File: src/rtl/calc_pkg.sv
// Shared types and ASCII constants for the calculator command parser.
package calc_pkg;

    typedef enum logic [1:0] {
        OP_ADD = 2'd0,
        OP_SUB = 2'd1,
        OP_MUL = 2'd2,
        OP_AND = 2'd3
    } op_t;

    typedef enum logic [2:0] {
        ST_A_FIRST,
        ST_A,
        ST_B_FIRST,
        ST_B,
        ST_HOLD
    } state_t;

    localparam logic [7:0] ASCII_CR     = 8'h0D;
    localparam logic [7:0] ASCII_LF     = 8'h0A;
    localparam logic [7:0] ASCII_ESC    = 8'h1B;
    localparam logic [7:0] ASCII_SPACE  = 8'h20;
    localparam logic [7:0] ASCII_EQUALS = 8'h3D;
    localparam logic [7:0] ASCII_PLUS   = 8'h2B;
    localparam logic [7:0] ASCII_MINUS  = 8'h2D;
    localparam logic [7:0] ASCII_STAR   = 8'h2A;
    localparam logic [7:0] ASCII_AMP    = 8'h26;

endpackage

File: src/rtl/uart_calc_cmd_parser_if.sv
// Command handshake from the parser (master) to the ALU stage (slave).
interface uart_calc_cmd_parser_if
    import calc_pkg::*;
#(
    parameter int OPERAND_WIDTH = 16
) ();
    logic                     cmd_valid;
    logic                     cmd_ready;
    logic [OPERAND_WIDTH-1:0] cmd_a;
    logic [OPERAND_WIDTH-1:0] cmd_b;
    op_t                      cmd_op;

    modport master (output cmd_valid, output cmd_a, output cmd_b, output cmd_op, input cmd_ready);
    modport slave  (input cmd_valid, input cmd_a, input cmd_b, input cmd_op, output cmd_ready);
endinterface

File: src/rtl/ascii_hex_decode.sv
// Combinational classifier for one received ASCII byte.
module ascii_hex_decode
    import calc_pkg::*;
(
    input  logic [7:0] byte_data,
    output logic       is_digit,
    output logic [3:0] nibble,
    output logic       is_op,
    output op_t        op,
    output logic       is_term,
    output logic       is_space,
    output logic       is_esc
);
    always_comb begin
        is_digit = 1'b0;
        nibble   = 4'd0;
        is_op    = 1'b0;
        op       = OP_ADD;
        is_term  = (byte_data == ASCII_CR) || (byte_data == ASCII_EQUALS);
        // LF is swallowed like space so CR-LF line endings are harmless
        is_space = (byte_data == ASCII_SPACE) || (byte_data == ASCII_LF);
        is_esc   = (byte_data == ASCII_ESC);

        if (byte_data >= 8'h30 && byte_data <= 8'h39) begin
            is_digit = 1'b1;
            nibble   = byte_data[3:0];
        end else if ((byte_data >= 8'h41 && byte_data <= 8'h46) ||
                     (byte_data >= 8'h61 && byte_data <= 8'h66)) begin
            is_digit = 1'b1;
            nibble   = byte_data[3:0] + 4'd9;
        end

        case (byte_data)
            ASCII_PLUS:  begin is_op = 1'b1; op = OP_ADD; end
            ASCII_MINUS: begin is_op = 1'b1; op = OP_SUB; end
            ASCII_STAR:  begin is_op = 1'b1; op = OP_MUL; end
            ASCII_AMP:   begin is_op = 1'b1; op = OP_AND; end
            default:     ;
        endcase
    end
endmodule

File: src/rtl/uart_calc_cmd_parser.sv
// Parses "<hexA><op><hexB><term>" from the UART byte stream into one command
// and holds it on a valid/ready handshake until the ALU stage accepts it.
module uart_calc_cmd_parser
    import calc_pkg::*;
#(
    parameter int OPERAND_WIDTH = 16
) (
    input  logic                  clock,
    input  logic                  reset_n,
    input  logic [7:0]            byte_data,
    input  logic                  byte_ready,
    uart_calc_cmd_parser_if.master cmd,
    output logic                  err_syntax,
    output logic                  err_overrun
);
    localparam int N  = OPERAND_WIDTH / 4;
    localparam int CW = $clog2(N + 1);

    logic       is_digit, is_op, is_term, is_space, is_esc;
    logic [3:0] nibble;
    op_t        dec_op;

    ascii_hex_decode u_decode (
        .byte_data (byte_data),
        .is_digit  (is_digit),
        .nibble    (nibble),
        .is_op     (is_op),
        .op        (dec_op),
        .is_term   (is_term),
        .is_space  (is_space),
        .is_esc    (is_esc)
    );

    state_t                   state_reg, state_next;
    logic [OPERAND_WIDTH-1:0] acc_a_reg, acc_a_next, acc_b_reg, acc_b_next;
    logic [CW-1:0]            cnt_reg, cnt_next;
    op_t                      op_reg, op_next;
    logic [OPERAND_WIDTH-1:0] cmd_a_reg, cmd_a_next, cmd_b_reg, cmd_b_next;
    op_t                      cmd_op_reg, cmd_op_next;
    logic                     err_syntax_reg, err_syntax_next;
    logic                     err_overrun_reg, err_overrun_next;
    logic                     restart;
    logic                     room;

    assign room = (cnt_reg < CW'(N));

    always_ff @(posedge clock) begin
        if (!reset_n) begin
            state_reg       <= ST_A_FIRST;
            acc_a_reg       <= '0;
            acc_b_reg       <= '0;
            cnt_reg         <= '0;
            op_reg          <= OP_ADD;
            cmd_a_reg       <= '0;
            cmd_b_reg       <= '0;
            cmd_op_reg      <= OP_ADD;
            err_syntax_reg  <= 1'b0;
            err_overrun_reg <= 1'b0;
        end else begin
            state_reg       <= state_next;
            acc_a_reg       <= acc_a_next;
            acc_b_reg       <= acc_b_next;
            cnt_reg         <= cnt_next;
            op_reg          <= op_next;
            cmd_a_reg       <= cmd_a_next;
            cmd_b_reg       <= cmd_b_next;
            cmd_op_reg      <= cmd_op_next;
            err_syntax_reg  <= err_syntax_next;
            err_overrun_reg <= err_overrun_next;
        end
    end

    always_comb begin
        state_next       = state_reg;
        acc_a_next       = acc_a_reg;
        acc_b_next       = acc_b_reg;
        cnt_next         = cnt_reg;
        op_next          = op_reg;
        cmd_a_next       = cmd_a_reg;
        cmd_b_next       = cmd_b_reg;
        cmd_op_next      = cmd_op_reg;
        err_syntax_next  = 1'b0;
        err_overrun_next = 1'b0;
        restart          = 1'b0;

        if (state_reg == ST_HOLD) begin
            // Nothing is buffered while holding, even on the accepting cycle
            if (byte_ready)
                err_overrun_next = 1'b1;
            if (cmd.cmd_ready)
                restart = 1'b1;
        end else if (byte_ready && !is_space) begin
            if (is_esc) begin
                restart = 1'b1;
            end else begin
                case (state_reg)
                    ST_A_FIRST, ST_B_FIRST: begin
                        if (is_digit) begin
                            cnt_next   = CW'(1);
                            state_next = (state_reg == ST_A_FIRST) ? ST_A : ST_B;
                            if (state_reg == ST_A_FIRST)
                                acc_a_next = OPERAND_WIDTH'(nibble);
                            else
                                acc_b_next = OPERAND_WIDTH'(nibble);
                        end else begin
                            err_syntax_next = 1'b1;
                        end
                    end
                    ST_A: begin
                        if (is_digit && room) begin
                            acc_a_next = {acc_a_reg[OPERAND_WIDTH-5:0], nibble};
                            cnt_next   = cnt_reg + CW'(1);
                        end else if (is_op) begin
                            op_next    = dec_op;
                            cnt_next   = '0;
                            state_next = ST_B_FIRST;
                        end else begin
                            err_syntax_next = 1'b1;
                        end
                    end
                    ST_B: begin
                        if (is_digit && room) begin
                            acc_b_next = {acc_b_reg[OPERAND_WIDTH-5:0], nibble};
                            cnt_next   = cnt_reg + CW'(1);
                        end else if (is_term) begin
                            cmd_a_next  = acc_a_reg;
                            cmd_b_next  = acc_b_reg;
                            cmd_op_next = op_reg;
                            state_next  = ST_HOLD;
                        end else begin
                            err_syntax_next = 1'b1;
                        end
                    end
                    default: err_syntax_next = 1'b1;
                endcase
            end
        end

        if (restart || err_syntax_next) begin
            state_next = ST_A_FIRST;
            acc_a_next = '0;
            acc_b_next = '0;
            cnt_next   = '0;
        end
    end

    assign cmd.cmd_valid = (state_reg == ST_HOLD);
    assign cmd.cmd_a     = cmd_a_reg;
    assign cmd.cmd_b     = cmd_b_reg;
    assign cmd.cmd_op    = cmd_op_reg;
    assign err_syntax    = err_syntax_reg;
    assign err_overrun   = err_overrun_reg;
endmodule

File: src/flat_wrapper.sv
// flat-port wrapper written by rule: the top's interface ports become plain ports
module uart_calc_cmd_parser_flat import calc_pkg::*;
#(
    parameter int OPERAND_WIDTH = 16
)
  (clock, reset_n, byte_data, byte_ready, err_syntax, err_overrun, cmd_cmd_valid, cmd_cmd_a, cmd_cmd_b, cmd_cmd_op, cmd_cmd_ready);
  uart_calc_cmd_parser_if #(.OPERAND_WIDTH(OPERAND_WIDTH)) cmd_i ();
  input  logic clock;
  input  logic reset_n;
  input  logic [7:0] byte_data;
  input  logic byte_ready;
  output logic err_syntax;
  output logic err_overrun;
  output wire logic [$bits(cmd_i.cmd_valid)-1:0] cmd_cmd_valid;
  output wire logic [$bits(cmd_i.cmd_a)-1:0] cmd_cmd_a;
  output wire logic [$bits(cmd_i.cmd_b)-1:0] cmd_cmd_b;
  output wire logic [$bits(cmd_i.cmd_op)-1:0] cmd_cmd_op;
  input wire logic [$bits(cmd_i.cmd_ready)-1:0] cmd_cmd_ready;
  assign cmd_cmd_valid = cmd_i.cmd_valid;
  assign cmd_cmd_a = cmd_i.cmd_a;
  assign cmd_cmd_b = cmd_i.cmd_b;
  assign cmd_cmd_op = cmd_i.cmd_op;
  assign cmd_i.cmd_ready = cmd_cmd_ready;
  uart_calc_cmd_parser #(.OPERAND_WIDTH(OPERAND_WIDTH)) u_core (.clock(clock), .reset_n(reset_n), .byte_data(byte_data), .byte_ready(byte_ready), .cmd(cmd_i), .err_syntax(err_syntax), .err_overrun(err_overrun));
endmodule
File: config.mk
export PLATFORM = sky130hd
export DESIGN_NAME = uart_calc_cmd_parser_flat
export DESIGN_NICKNAME = d
export VERILOG_FILES = /design/src/rtl/calc_pkg.sv /design/src/rtl/uart_calc_cmd_parser_if.sv /design/src/rtl/ascii_hex_decode.sv /design/src/rtl/uart_calc_cmd_parser.sv /design/src/flat_wrapper.sv
export SDC_FILE = /design/constraint.sdc
export NUM_CORES = 1
export LEC_CHECK = 0
export BUFFER_PORTS_ARGS = -buffer_cell sky130_fd_sc_hd__buf_4
export CAP_MARGIN = 25
export CORE_MARGIN = 5
export CORE_UTILIZATION = 52
export DETAILED_ROUTE_END_ITERATION = 8
export GPL_TIMING_DRIVEN = 0
export PLACE_DENSITY = 0.86
export SLEW_MARGIN = 25
export SYNTH_ARGS = -nofsm -noshare
export SYNTH_HDL_FRONTEND = slang
export SYNTH_SLANG_ARGS = --single-unit
File: constraint.sdc
create_clock -name clock -period 2.3 [get_ports clock]
set_input_delay 0.23 -clock clock [delete_from_list [all_inputs] [get_ports clock]]
set_output_delay 0.23 -clock clock [all_outputs]
set_load 0.01 [all_outputs]
==> out/metrics.cfg <==
[pwr]
powerDensity_mw_per_mm2 = 568
vdd_ir_drop_max_uv = 331
leakage_nw = 1.65

[routing]
drc = 0
postRouteAntennaNets = 0
num_vias = 3523
firstDrtPassIters = 5
via_per_inst = 6.22
drt_iter0_drc = 211
routed_wirelength_microns = 10300
wl_per_cell_microns = 18.2

[setup_path]
cp_data_required_time_ns = 2.54
cpMaxStageDelayCell = dfxtp_1
crit_path_start_kind = flop
end_kind = flop
path_common_cell = buf_6
crit_path_max_incr_delay_ns = 0.54
critPathArrivalTime_ns = 2.46
path_max_fanout = 10
crit_type = reg -> reg
critical_path.cell_chain = clkinvlp_4, a211o_1, a2111oi_4, buf_6, buf_6, a211oi_1

[placed_design]
place_ws_ns = -0.375
port_buffers = 47
place_congestion = 0.924
dp_hpwl_microns = 7340

[logic_synthesis]
ys_warn_count = 0
syn_area_sq_mm = 0.00396
async_reset_ff_share_pct = 0
synth.distinct_cells = 57
synth_mux_area_share_pct = 10.9
seq_area_frac_synth_pct = 38.5
synth-xor-area-share_pct = 0.443
synth_compound_area_share_pct = 18.3
postSynthCellCount = 403
synth_top_family_by_area = simple AND/OR/NAND/NOR gates
yosys.area_share.adder_pct = 1.58
synth-seq-cells = 76
synthSimpleGateAreaFrac_pct = 24.7
ys.flop_type = dfxtp_1
syn-num-nets = 420
avgSynthCellArea_sq_um = 9.81
synth-edff-count = 0

[sta]
period_share_pct = 96.4
whs_ns = 0.157
hold_viol = 0
slew_viol_final = 0
setup_viol = 0
setup_ws_ns = 0.0838
fmax_ghz = 0.451
tightest_slew_ns = 0.839
fin_crit_ns = 2.22
relSlewSlack_pct = 43.3
finClkSkew_ns = 0.00902

[grt]
antenna_found_initial = 0
grt_pass1_vias = 3545
grt_overflow_total = 0
grt_start_max_net_pins = 15
grt_pass1_wl_microns = 17300
grt.total_usage_pct = 21.9

[final_layout]
fillers = 579
final_nets = 479
drive_gt1_share_pct = 28.5
area_growth_pct = 20.6
diodes = 0

[floorplan]
core_area_sq_mm = 0.00733
die_x_microns = 97.2
io_pins = 49
dieArea_sq_mm = 0.00945
initial_core_util_pct = 54.0
rows = 31
die_h_microns = 97.2

[clock_tree]
h-tree-depth = 3
cts.path.max_buffers = 2
cts_sinks = 76
hold_buffers = 0
clk_pin_slew_worst_paths_ns = 0.08
clock_latency_ns = 0.36
root_buffer = clkbuf_8
cts_made_buffers = 9
cts_tree = done

[flow_run]
drv_cap = 0

[status]
status = finished, final reports clean

[hold_path]
min_path_type = in -> reg

[through the flow]
stage / utilization, % / cells / setup TNS (ns) / cell area, sq um / power, mW
floorplan: - / 403 / 0 / 3960 / 1.51
global placement: 60.5 / 549 / -8.47 / 4430 / 1.57
detailed placement: 60.5 / 549 / -13.04 / 4430 / 1.57
CTS: 63.6 / 564 / 0 / 4660 / 2.69
global route: 65.1 / 566 / -0.107 / 4770 / 2.79
finish: 65.1 / 566 / 0 / 4770 / 2.71
[placed cells by master, fill, tap and decap left out, types with 5 or more instances in the layout]
cell type  synthesis  routed
nand3_1           19      17
a22oi_1           12      12
mux2i_1           43      43
nor2b_1           37      37
buf_2             13      13
nand4_1           13      13
nor3_1            10       8
nor4_1            11       8
clkbuf_8           0       9
dfxtp_1           76      75
nand2_1           21      21
ha_1               5       5
clkbuf_1          11       6
nor3b_1           14      14
buf_6              6       7
inv_1              6       6
buf_4              2      50
a211oi_1          15      14
a211oi_2          20      21
[cells by family (layout without fill, tap and decap cells)]
kind of cell,count (synthesis),count (layout)
AOI/OAI and AO/OA,78,78
DFF,76,76
xor gates and xnor gates,2,2
and+or+nand+nor,158,158
buffers and inverters,41,105
adders and majority gates,5,5
muxes,43,43
[worst paths after layout]
| path | startpoint | end | slack (ns) | depth (start not counted) |
|---|---|---|---|---|
| worst max register to register | u_core.state_reg[1]$_SDFFE_PP0P_ | u_core.cnt_reg[0]$_SDFFE_PP0P_ | 0.08 | 6 |
| worst min-delay path | byte_ready | u_core.err_overrun$_SDFF_PN0_ | 0.16 | 2 |
| worst max-delay path | u_core.state_reg[1]$_SDFFE_PP0P_ | u_core.cnt_reg[0]$_SDFFE_PP0P_ | 0.08 | 6 |
| worst min register to register | u_core.acc_b_reg[12]$_SDFFE_PP0P_ | u_core.acc_b_reg[12]$_SDFFE_PP0P_ | 0.49 | 2 |
[area by class of cell]
type                            count  area [sq um]  area share [%]
Buffer                             33           201            4.22
Clock buffer                        9           124            2.60
Clock inverter                      7          98.8            2.07
Inverter                            7          30.0           0.629
Multi-Input combinational cell    286          2300            48.3
Sequential cell                    76          1520            31.9
Tap cell                           99           124            2.60
Timing Repair Buffer               49           368            7.71
[cells in the mapped netlist (5+ instances only)]
cell type / n / area [sq um]
dfxtp_1: 76 / 1520
mux2i_1: 43 / 430
nor2b_1: 37 / 231
nand2_1: 21 / 78.8
a211oi_2: 20 / 250
nand3_1: 19 / 95.1
a211oi_1: 15 / 113
nor3b_1: 14 / 105
buf_2: 13 / 65.1
nand4_1: 13 / 81.3
a22oi_1: 12 / 90.1
clkbuf_1: 11 / 41.3
nor4_1: 11 / 68.8
nor3_1: 10 / 50.1
buf_6: 6 / 67.6
inv_1: 6 / 22.5
ha_1: 5 / 62.6
[metal layers]
metal  share of wire [%]  wire (microns)  track usage [%]  vias up
li1                    -               -                -     1645
met1                  41            4200             26.8     1692
met2                  51            5240             37.5      159
met3                 5.9             607             3.66       27
met4                 2.4             251             10.0        0
met5                   0               0                0        -
[what timing repair did]
item,4_1_cts,5_1_grt
buffers inserted,0,2
endpoints found under the hold margin,0,0
pin swaps,0,1
gates resized for setup,2,22
endpoints found under the setup margin,29,56
[report_power, final]
| group | internal [mW] | switching, mW | total (mW) |
|---|---|---|---|
| Clock | 0.616 | 0.529 | 1.15 |
| Sequential | 1.32 | 0.00432 | 1.32 |
| Combinational | 0.0874 | 0.156 | 0.243 |
[worst max-delay path: cells and delay by family, from the launching register on]
family                 cells  cell delay [ns]
flip-flops                 1             0.54
buffers and inverters      3             0.73
AO/OA/AOI/OAI              3             0.82
Power figures use the tool's default switching activity.
